===== config.mk =====
export PLATFORM = sky130hd
export DESIGN_NAME = ramcard_ptr_ctrl_flat
export DESIGN_NICKNAME = d
export VERILOG_FILES = /design/src/rtl/ramcard_ptr_ctrl_pkg.sv /design/src/rtl/ramcard_ptr_ctrl_if.sv /design/src/rtl/ramcard_ptr_ctrl_a2_phase_seq.sv /design/src/rtl/ramcard_ptr_ctrl.sv /design/src/flat_wrapper.sv
export SDC_FILE = /design/constraint.sdc
export NUM_CORES = 1
export LEC_CHECK = 0
export BUFFER_PORTS_ARGS = -buffer_cell sky130_fd_sc_hd__clkbuf_2
export CAP_MARGIN = 10
export CELL_PAD_IN_SITES_DETAIL_PLACEMENT = 1
export CELL_PAD_IN_SITES_GLOBAL_PLACEMENT = 1
export CORE_MARGIN = 4
export CORE_UTILIZATION = 35
export DETAILED_ROUTE_END_ITERATION = 16
export GPL_TIMING_DRIVEN = 0
export PLACE_DENSITY = 0.75
export SLEW_MARGIN = 20
export SYNTH_ARGS = -nofsm -noshare
export SYNTH_HDL_FRONTEND = slang
export SYNTH_SLANG_ARGS = --single-unit
export TNS_END_PERCENT = 5

===== constraint.sdc =====
create_clock -name C7M -period 3.71 [get_ports C7M]
set_input_delay 0.1855 -clock C7M [delete_from_list [all_inputs] [get_ports C7M]]
set_output_delay 0.1855 -clock C7M [all_outputs]
set_load 0.1 [all_outputs]

===== src/rtl/ramcard_ptr_ctrl_pkg.sv =====
// Shared register offsets, step modes and S-state encodings for the slot-card blocks.
// Pure declarations: no latency, no backpressure.
package ramcard_pkg;
    localparam logic [3:0] OFS_PTR0 = 4'h0;
    localparam logic [3:0] OFS_PTR1 = 4'h1;
    localparam logic [3:0] OFS_PTR2 = 4'h2;
    localparam logic [3:0] OFS_DATA = 4'h3;
    localparam logic [3:0] OFS_CTRL = 4'h4;
    localparam logic [3:0] OFS_BANK = 4'hF;

    localparam int MAX_PTR = 4;

    typedef enum logic [1:0] {
        MODE_INC  = 2'b00,
        MODE_DEC  = 2'b01,
        MODE_HOLD = 2'b10
    } step_mode_t;

    localparam logic [2:0] S_IDLE = 3'd0;
    localparam logic [2:0] S1     = 3'd1;
    localparam logic [2:0] S2     = 3'd2;
    localparam logic [2:0] S3     = 3'd3;
    localparam logic [2:0] S4     = 3'd4;
    localparam logic [2:0] S5     = 3'd5;
    localparam logic [2:0] S6     = 3'd6;
    localparam logic [2:0] S7     = 3'd7;

    // Control register mode field: any value with bit 1 set means hold.
    function automatic step_mode_t decode_mode(input logic [1:0] m);
        if (m[1]) return MODE_HOLD;
        if (m[0]) return MODE_DEC;
        return MODE_INC;
    endfunction
endpackage


===== src/rtl/ramcard_ptr_ctrl_if.sv =====
// Apple II bus plus SRAM side of the pointer controller; master drives the bus, slave is the card.
// Wires only: no latency, no backpressure.
interface ramcard_ptr_ctrl_if #(
    parameter int ADDR_W = 20,
    parameter int BANK_W = 8
);
    logic              PHI1;
    logic [3:0]        A;
    logic              nWE;
    logic              nDEVSEL;
    logic              nIOSEL;
    logic [7:0]        D_in;
    logic [7:0]        D_out;
    logic              D_oe;
    logic [7:0]        RD_in;
    logic [ADDR_W-1:0] RA;
    logic              RAMCS;
    logic [BANK_W-1:0] BANK;

    modport master (
        output PHI1, A, nWE, nDEVSEL, nIOSEL, D_in, RD_in,
        input  D_out, D_oe, RA, RAMCS, BANK
    );

    modport slave (
        input  PHI1, A, nWE, nDEVSEL, nIOSEL, D_in, RD_in,
        output D_out, D_oe, RA, RAMCS, BANK
    );
endinterface


===== src/rtl/ramcard_ptr_ctrl_a2_phase_seq.sv =====
// PHI1-synchronised S-state sequencer with registered data-bus and SRAM-select enables.
// Latency: S advances one state per clk, DBEN/CSEN lag S by one clk; no backpressure.
module a2_phase_seq (
    input  logic       clk,
    input  logic       rst_n,
    input  logic       phi1,
    input  logic       nwe,
    output logic [2:0] s,
    output logic       dben,
    output logic       csen
);
    import ramcard_pkg::*;

    logic       phi1_reg;
    logic       phi0_seen;
    logic [2:0] s_nxt;
    logic       dben_nxt;
    logic       csen_nxt;

    always_ff @(posedge clk or negedge rst_n) begin
        if (!rst_n) begin
            s         <= S_IDLE;
            phi1_reg  <= 1'b0;
            phi0_seen <= 1'b0;
            dben      <= 1'b0;
            csen      <= 1'b0;
        end else begin
            s        <= s_nxt;
            phi1_reg <= phi1;
            if (!phi1) phi0_seen <= 1'b1;
            dben     <= dben_nxt;
            csen     <= csen_nxt;
        end
    end

    // A PHI1 rise only starts a cycle once a low phase has been observed since reset.
    always_comb begin
        s_nxt = s;
        if (phi1 && !phi1_reg && phi0_seen) s_nxt = S1;
        else if (s != S_IDLE && s != S7)    s_nxt = s + 3'd1;
    end

    always_comb begin
        dben_nxt = (s >= S4);
        csen_nxt = ((s == S4) && nwe) || (s >= S5);
    end
endmodule


===== src/rtl/ramcard_ptr_ctrl.sv =====
// Apple II slot-card SRAM pointer controller: auto-stepping pointers behind the DEVSEL window.
// Latency: writes land at S6, pointer steps finish by S3 of the next bus cycle; no backpressure.
module ramcard_ptr_ctrl #(
    parameter int ADDR_W  = 20,
    parameter int NUM_PTR = 2,
    parameter int BANK_W  = 8
) (
    input logic               C7M,
    input logic               nRES,
    ramcard_ptr_ctrl_if.slave bus
);
    import ramcard_pkg::*;

    localparam logic [23:0] PTR_MASK  = 24'((32'd1 << ADDR_W) - 32'd1);
    localparam logic [2:0]  NUM_PTR_L = 3'(NUM_PTR);

    logic [2:0]        s;
    logic              dben, csen, regen;
    logic [23:0]       ptr  [MAX_PTR];
    logic [1:0]        mode [MAX_PTR];
    logic [1:0]        sel;
    logic [BANK_W-1:0] bank;
    logic              pend, carry;
    logic [1:0]        pend_ptr;
    step_mode_t        pend_mode;
    logic              hit, wr_ev, data_ev;
    logic              step_cin, step_cout;
    logic [1:0]        step_idx;
    logic [7:0]        step_in, step_out, rd_val;
    logic [23:0]       ptr_sel;

    a2_phase_seq u_seq (
        .clk   (C7M),
        .rst_n (nRES),
        .phi1  (bus.PHI1),
        .nwe   (bus.nWE),
        .s     (s),
        .dben  (dben),
        .csen  (csen)
    );

    assign hit     = ~bus.nDEVSEL & regen;
    assign wr_ev   = hit & ~bus.nWE & (s == S6);
    assign data_ev = hit & (s == S6) & (bus.A == OFS_DATA);

    // One byte per S1..S3; the carry/borrow ripples upward through the carry flop.
    always_comb begin
        step_idx  = (s >= S1 && s <= S3) ? 2'(s - S1) : 2'd0;
        step_cin  = (s == S1) | carry;
        step_in   = ptr[pend_ptr][{step_idx, 3'b000} +: 8];
        step_out  = step_in;
        step_cout = 1'b0;
        if (step_cin) begin
            case (pend_mode)
                MODE_INC: begin
                    step_out  = step_in + 8'd1;
                    step_cout = (step_in == 8'hFF);
                end
                MODE_DEC: begin
                    step_out  = step_in - 8'd1;
                    step_cout = (step_in == 8'h00);
                end
                default: ;
            endcase
        end
    end

    always_ff @(posedge C7M or negedge nRES) begin
        if (!nRES) begin
            regen     <= 1'b0;
            sel       <= 2'd0;
            bank      <= '0;
            pend      <= 1'b0;
            carry     <= 1'b0;
            pend_ptr  <= 2'd0;
            pend_mode <= MODE_INC;
            for (int i = 0; i < MAX_PTR; i++) begin
                ptr[i]  <= 24'd0;
                mode[i] <= 2'b00;
            end
        end else begin
            if (s == S4 && !bus.nIOSEL) regen <= 1'b1;

            if (pend && s >= S1 && s <= S3) begin
                ptr[pend_ptr][{step_idx, 3'b000} +: 8] <= step_out;
                carry <= step_cout;
                if (s == S3) pend <= 1'b0;
            end

            if (wr_ev) begin
                case (bus.A)
                    OFS_PTR0, OFS_PTR1, OFS_PTR2: begin
                        ptr[sel][{bus.A[1:0], 3'b000} +: 8] <=
                            bus.D_in & PTR_MASK[{bus.A[1:0], 3'b000} +: 8];
                        if (pend && pend_ptr == sel) pend <= 1'b0;
                    end
                    OFS_CTRL: begin
                        if ({1'b0, bus.D_in[1:0]} < NUM_PTR_L) begin
                            sel                 <= bus.D_in[1:0];
                            mode[bus.D_in[1:0]] <= bus.D_in[3:2];
                        end else begin
                            mode[sel] <= bus.D_in[3:2];
                        end
                    end
                    OFS_BANK: bank <= BANK_W'(bus.D_in);
                    default: ;
                endcase
            end

            // Snapshot pointer and mode so later control writes cannot redirect this step.
            if (data_ev) begin
                pend      <= 1'b1;
                pend_ptr  <= sel;
                pend_mode <= decode_mode(mode[sel]);
            end
        end
    end

    always_comb begin
        ptr_sel = ptr[sel] & PTR_MASK;
        rd_val  = 8'h00;
        case (bus.A)
            OFS_PTR0: rd_val = ptr_sel[7:0];
            OFS_PTR1: rd_val = ptr_sel[15:8];
            OFS_PTR2: rd_val = ptr_sel[23:16];
            OFS_DATA: rd_val = bus.RD_in;
            OFS_CTRL: rd_val = {4'h0, mode[sel], sel};
            OFS_BANK: rd_val = 8'(bank);
            default:  rd_val = 8'h00;
        endcase
    end

    assign bus.D_out = rd_val;
    assign bus.D_oe  = dben & bus.nWE & hit;
    assign bus.RAMCS = csen & hit & (bus.A == OFS_DATA);
    assign bus.RA    = ptr[sel][ADDR_W-1:0];
    assign bus.BANK  = bank;
endmodule


===== src/flat_wrapper.sv =====
// flat-port wrapper written by rule: the top's interface ports become plain ports
module ramcard_ptr_ctrl_flat import ramcard_pkg::*;
#(
    parameter int ADDR_W  = 20,
    parameter int NUM_PTR = 2,
    parameter int BANK_W  = 8
)
  (C7M, nRES, bus_PHI1, bus_A, bus_nWE, bus_nDEVSEL, bus_nIOSEL, bus_D_in, bus_RD_in, bus_D_out, bus_D_oe, bus_RA, bus_RAMCS, bus_BANK);
  ramcard_ptr_ctrl_if #(.ADDR_W(ADDR_W), .BANK_W(BANK_W)) bus_i ();
  input logic C7M;
  input logic nRES;
  input wire logic [$bits(bus_i.PHI1)-1:0] bus_PHI1;
  input wire logic [$bits(bus_i.A)-1:0] bus_A;
  input wire logic [$bits(bus_i.nWE)-1:0] bus_nWE;
  input wire logic [$bits(bus_i.nDEVSEL)-1:0] bus_nDEVSEL;
  input wire logic [$bits(bus_i.nIOSEL)-1:0] bus_nIOSEL;
  input wire logic [$bits(bus_i.D_in)-1:0] bus_D_in;
  input wire logic [$bits(bus_i.RD_in)-1:0] bus_RD_in;
  output wire logic [$bits(bus_i.D_out)-1:0] bus_D_out;
  output wire logic [$bits(bus_i.D_oe)-1:0] bus_D_oe;
  output wire logic [$bits(bus_i.RA)-1:0] bus_RA;
  output wire logic [$bits(bus_i.RAMCS)-1:0] bus_RAMCS;
  output wire logic [$bits(bus_i.BANK)-1:0] bus_BANK;
  assign bus_i.PHI1 = bus_PHI1;
  assign bus_i.A = bus_A;
  assign bus_i.nWE = bus_nWE;
  assign bus_i.nDEVSEL = bus_nDEVSEL;
  assign bus_i.nIOSEL = bus_nIOSEL;
  assign bus_i.D_in = bus_D_in;
  assign bus_i.RD_in = bus_RD_in;
  assign bus_D_out = bus_i.D_out;
  assign bus_D_oe = bus_i.D_oe;
  assign bus_RA = bus_i.RA;
  assign bus_RAMCS = bus_i.RAMCS;
  assign bus_BANK = bus_i.BANK;
  ramcard_ptr_ctrl #(.ADDR_W(ADDR_W), .NUM_PTR(NUM_PTR), .BANK_W(BANK_W)) u_core (.C7M(C7M), .nRES(nRES), .bus(bus_i));
endmodule

# After elaboration in Yosys (flattened, before gate mapping)
# Cells that the tools add are included.
# totals
register_bits	128
input_bits	26
output_inout_bits	38
wordCells	144
# op_classes
addsub	6
n_lt_le_gt_ge	11
eq_ne	13
n_shift	6
n_mux	48
bitwise_logic	16
reduce_logical	24
# ops
cell	n
two-way mux 96 bit	3
bitwise mux 96 bit	2
binary-select mux 24 bit (select 2 bit)	2
demux 24 bit (select 2 bit)	2
two-way mux 24 bit	4
case mux 8 bit (6 select lines)	1
variable shift 8 x 7 -> 24 bit (first input constant)	2
indexed part select 8 x 7 -> 24 bit	2
two-way mux 20 bit	2
indexed part select 24 x 6 -> 8 bit	1
indexed part select 24 x 6 -> 8 bit (first input constant)	1
two-way mux 2 bit	9
bitwise mux 8 bit	2
two-way mux 8 bit	2
case mux 8 bit (2 select lines)	1
>= comparator 3 bit (second input constant)	5
negator 5 -> 7 bit	2
logical AND 1 bit	12
two-way mux 1 bit	12
bitwise AND 1 bit	9
less-than comparator 3 x 1 -> 1 bit (second input constant)	3
NOT 2 -> 3 bit	3
adder 8 x 1 -> 8 bit (second input constant)	1
bitwise AND 8 bit	1
33 further kinds	40

# Logic depth before layout (Yosys ltp)
# depth
depth_word	14
depth_mapped	20
ltp_nobuf	16

# By module
# Synthesis repeated with hierarchy kept, for this count alone.
# unflattened
hier_cells	846
area_unflattened_um2	8324.2
# modules_own_cells
module	n_inst	cells_per_inst	area_each_um2	seq_area_each_um2
ramcard_ptr_ctrl	1	820	8018.9	3027.9
a2_phase_seq	1	26	305.3	175.2

# Worst setup path before layout
# Ideal clock, no wire load.
# synth_path
kind	flip-flop to output port
start	register u_core.sel[0]
end	output port bus_D_out[0]
t_arrival_ns	4.232
required_time_ns	3.524
slack_ns	-0.708
stages_incl_launch_ff	6
path_buffers	2
cell_sequence	dfrtp_1 > buf_1 > buf_1 > mux4_2 > mux2i_1 > o21ai_0
# synth_via
elab_chain_len	5
# synth_rtl
item	line	text
from (decl)	ramcard_ptr_ctrl.sv:21	logic [1:0] sel;
from (signal assigned)	ramcard_ptr_ctrl.sv:99	sel <= bus.D_in[1:0];
NOT 2 -> 3 bit	-	
binary-select mux 24 bit (select 2 bit)	-	
two-way mux 20 bit (2 in series)	-	
named net bus_RA[0]	flat_wrapper.sv:21	output wire logic [$bits(bus_i.RA)-1:0] bus_RA;
case mux 8 bit (6 select lines)	ramcard_ptr_ctrl.sv:122	case (bus.A)
to (decl)	flat_wrapper.sv:19	output wire logic [$bits(bus_i.D_out)-1:0] bus_D_out;
# The timed path passes the listed nets, and every way through them passes these cells. The select of a mux whose other input is x is not followed.

# Final worst setup path
# layout_path
start	register u_core.u_seq.s[1]
end	register u_core.ptr[55] (netlist bit)
# layout_via
elab_chain_len	13
word_cells_on_any_way	26
classes_between	add/sub (4); order compare (2); eq/ne (2); shift (3); mux (10); bitwise (2); reduce/logical (3)
# layout_rtl
item	line	text
from (decl)	ramcard_ptr_ctrl_a2_phase_seq.sv:8	output logic [2:0] s,
from (signal assigned)	ramcard_ptr_ctrl_a2_phase_seq.sv:28	s <= s_nxt;
>= comparator 3 x 1 -> 1 bit or <= comparator 3 x 2 -> 1 bit (tied branches)	ramcard_ptr_ctrl.sv:48, ramcard_ptr_ctrl.sv:84	
logical AND 1 bit	ramcard_ptr_ctrl.sv:48	step_idx = (s >= S1 && s <= S3) ? 2'(s - S1) : 2'd0;
two-way mux 2 bit	ramcard_ptr_ctrl.sv:48	
indexed part select 24 x 6 -> 8 bit	ramcard_ptr_ctrl.sv:50	step_in = ptr[pend_ptr][{step_idx, 3'b000} +: 8];
subtractor 8 x 1 -> 8 bit or adder 8 x 1 -> 8 bit (tied branches)	ramcard_ptr_ctrl.sv:60, ramcard_ptr_ctrl.sv:56	
case mux 8 bit (2 select lines)	ramcard_ptr_ctrl.sv:54	case (pend_mode)
two-way mux 8 bit	ramcard_ptr_ctrl.sv:53	if (step_cin) begin
indexed part select 8 x 7 -> 24 bit	ramcard_ptr_ctrl.sv:85	ptr[pend_ptr][{step_idx, 3'b000} +: 8] <= step_out;
bitwise mux 96 bit	ramcard_ptr_ctrl.sv:85	
two-way mux 96 bit	ramcard_ptr_ctrl.sv:84	if (pend && s >= S1 && s <= S3) begin
bitwise mux 96 bit	ramcard_ptr_ctrl.sv:93	ptr[sel][{bus.A[1:0], 3'b000} +: 8] <=
two-way mux 96 bit	ramcard_ptr_ctrl.sv:91	case (bus.A)
two-way mux 96 bit *	ramcard_ptr_ctrl.sv:90	if (wr_ev) begin
to (signal, indexed assignment)	ramcard_ptr_ctrl.sv:85	
to (signal, indexed assignment)	ramcard_ptr_ctrl.sv:93	
to (decl)	ramcard_ptr_ctrl.sv:19	logic [23:0] ptr [MAX_PTR];
# Mark *: on every way between the ends. The rest lies on a longest branch, timed or not.
# A chain may end at the register's enable or synchronous reset.

==> results.txt <==
* Status: complete, but fails checks
- The checks that failed: negative setup slack.
* Layout overhead on the synthesized area: 27.8%
- After the first detailed-routing iteration, the DRC count stood at 1,105.
- Seq cells post-synth: around 130
- Aggregate global-route resource usage: 0.275
- Most area-hungry cell type in the Yosys netlist: dfrtp_1
- The first global-routing pass estimated between 50,000 and 60,000 microns of wire.
* Horizontal die dimension: between 150 and 200 microns
- Starting density of the core: 0.359
* Total non-filler cell area in the finished layout: 11,200 sq um
- The worst register-to-register path has a depth of 16.
* Instance count of the mapped netlist: slightly above 900
- After floorplanning, the core was sized to cover around 24,000 sq um.
- # nets final: between 1,000 and 1,500
- Power density of the placed cells: approximately 970 nW/um^2
* Post-layout min period: 4100 ps
- Proportion of synthesized chip area in sequential cells: 0.365
* Transition time of the tightest slew-check pin: roughly 880 ps
- Max Cap Violations: 0
- Clock latency on the worst-skew pair: about 440 ps
* Total gr overflow: 0
* Leading register cell type out of synthesis: dfrtp_1
* Cells taking the most area after synthesis: dfrtp_1, mux4_2, a21oi_1, nand2_1, nor2_1
- Final wirelength: between 30,000 and 40,000 microns
- FILL cells: around 2,700
* Skew final: ~13 ps
- Initial antenna violation count: 0
- For this run, design rule violations remaining after detail routing come to 0.
* Top cell type's share of synthesized area: 0.365
- H-tree levels: 4
- Of the total synthesized cell area, the portion taken by XOR and XNOR cells is 0.00798.
* Destination of the worst register-to-register timing path: u_core.ptr[55]
- The worst setup path is of the reg2reg kind.
* Clock tree from TritonCTS: yes
* Vias in the first global route: 9,293
- Share of layout cells above drive strength 1: 0.294
- Fin. Hold Viols: 0
- Once placement finished, the instance area stood at 9530 sq um.
- Required time of the worst setup path: between 4000 and 5000 ps
* Launching point of the worst reg2reg path: u_core.u_seq.s[1]
- Post-synth EDFFs: 0
- The final count of pins violating max slew came to 0.
* Combinational family with the most area after synthesis: compound AO/OA/AOI/OAI gates
* Synthesized cell area: around 9000 sq um
* Root cell of the clock tree: clkbuf_16
- For this design the top-level I/O count stands at 64.
- Mean instance size in the synthesized netlist: 9.51 sq um
* Post-route setup slack: -393 ps
- Synth Warn #: 0
- Worst supply voltage drop on vdd: 0.000739 V
- Maximum number of pins on one net before global-route repair: between 60 and 70
* Final weighted congestion of routability-driven global placement: 0.956
- Capture point of the worst path: u_core.ptr[55]
- WHS: around 140 ps
* Final setup violation count: 72
- Before antenna repair, the detailed router went through 5 iterations.
- STA classifies the critical path endpoint as a flop.
* TritonCTS Buffers: 17
- After detailed routing, the average wire length per cell comes to 28.5 microns.
* Clk sink count: around 130
- Of the total synthesized cell area, the portion taken by full adders, half adders and majority gates is 0.0308.
* Arrival @ worst endpoint: 4430 ps
- After detailed routing, the number of vias per cell comes to around 6.5.
- During placement, the flow inserted port buffers numbering between 60 and 70.
- Most common library cells after synthesis: dfrtp_1, nand2_1, a21oi_1
- The die covers ~28,000 sq um.
- Across all layers, the routed design uses about 9,100 vias.
- The number of nets handed over by synthesis was 970.
* Number of diodes: 0
* Synth Area in Compound Gates: 0.240
- Launch point of the worst path: u_core.u_seq.s[1]
- The clock passes through at most 2 buffers.
* Normalized max-slew margin: 0.410
* Synth Area in Simple Gates: 0.163
* Half-perimeter wire length after detailed placement: between 20,000 and 30,000 microns
- The register with the most flip-flops in the layout has 96 of them.
- Async set-reset flop share out of synthesis: 1.00
- Most repeated cell in the gate-level netlist after synthesis: dfrtp_1
* Largest register by flop count: u_core.ptr
* Category of the worst setup path launch point: flop
- Fraction of synthesized area in multiplexers: 0.154
- Yosys mapped the design onto 77 distinct sky130hd cell types.
- Fmax achieved: between 200 and 250 MHz
- In this run the static leakage power is roughly 0.0040 uW.
* Antenna-violating nets left: 0
* Maximum fanout count along the critical path: 6
- Core Rows: between 50 and 60
* Clock-pin slew on the worst setup and hold paths: around 70 ps
- In the finished design, the share of the clock period the worst path needs comes to 1.11.
- Setup repair after global routing could not meet its margin everywhere.
* Worst-case register-to-register setup slack: -390 ps
* Util after Layout: 0.458
* Worst hold path type: in2reg
- DIE HEIGHT: about 170 microns
## layer usage
layer	up-vias	wire length, microns	GRT usage
li1	3763	-	-
met1	4646	16000	0.370
met2	522	18200	0.429
met3	125	3580	0.0662
met4	0	1810	0.111
met5	-	0	0
## cells in the final DEF, fill, tap and decap left out, drive strengths merged, types with 4 or more instances in the layout
cell type,synthesis,final
nand2,103,103
a21oi,102,102
dfrtp,128,128
o21ai,20,20
xnor2,8,8
nor3,31,31
buf,26,68
nor2,95,95
a22o,6,6
clkbuf,40,119
a211oi,13,13
nand4,5,5
a22oi,43,43
nor2b,8,8
ha,20,20
a221oi,12,12
inv,15,24
nand3,15,15
o31ai,22,22
mux2,20,20
mux4,46,46
and2,17,17
a32oi,12,12
o21bai,4,4
or3,6,6
mux2i,8,8
o31a,14,14
nand2b,11,11
a211o,5,5
a31oi,23,23
## kinds of logic (layout without fill, tap and decap cells)
group	count (synthesis)	count (layout)
AOI/OAI and AO/OA	303	303
xor gates and xnor gates	8	8
adders and majority gates	21	21
buffers and inverters	81	221
DFF	128	128
muxes	74	74
and+or+nand+nor	308	308
## worst min-delay path by stage
stage	cells past startpoint	from	endpoint
floorplan	0	nRES	u_core.bus.BANK[0]
global placement	1	bus_PHI1	u_core.u_seq.phi1_reg
detailed placement	1	nRES	u_core.ptr[13]
CTS	2	bus_D_in[0]	u_core.bus.BANK[0]
global route	2	bus_D_in[4]	u_core.bus.BANK[4]
finish	2	bus_D_in[4]	u_core.bus.BANK[4]
## report_power, final
part / internal [uW] / switching, uW
combinational: 2650 / 4750
clock: 1030 / 789
sequential: 1510 / 100
## worst max-delay path: stages, from the launching register on
cell and delay (ps):
dfrtp_2 400, inv_4 60, ha_4 160, or4_4 570
o211a_4 190, buf_4 150, a211o_1 280, and2_4 190
ha_2 340, a21o_1 230, a21oi_2 140, nand4_1 110
a31oi_1 240, xnor2_1 170, a32oi_2 200, buf_4 230
o41ai_2 330
## metrics by stage
step	total power, uW	TNS (ps)	instances	setup slack, ps
final	10800	-16190	1387	-393
after global routing	11200	-24930	1387	-515
after CTS	9740	-7390	1372	-202
after detailed placement	6710	-112700	1310	-1980
after global placement	6620	-109380	1309	-1900
after floorplan	5120	-4390	923	-708
## timing repair
| action | CTS | global route |
|---|---|---|
| gates resized for setup | 100 | 36 |
| buffers inserted | 28 | 14 |
| endpoints found under the setup margin | 93 | 84 |
| hold buffers | 3 | 0 |
| pin swaps | 20 | 19 |
| cloned | 0 | 1 |
| endpoints found under the hold margin | 66 | 0 |
## area by class of cell
class	count	area (sq um)	area share
multi-input cells	714	5760	0.513
flip-flops and latches	128	3210	0.286
repair buffers	109	751	0.0669
clock buffers	17	425	0.0379
plain buffers	65	417	0.0372
well taps	324	405	0.0361
clock inverters	15	191	0.0171
inverters	15	63.8	0.00569
No activity file was read; power rests on OpenSTA's default activity.
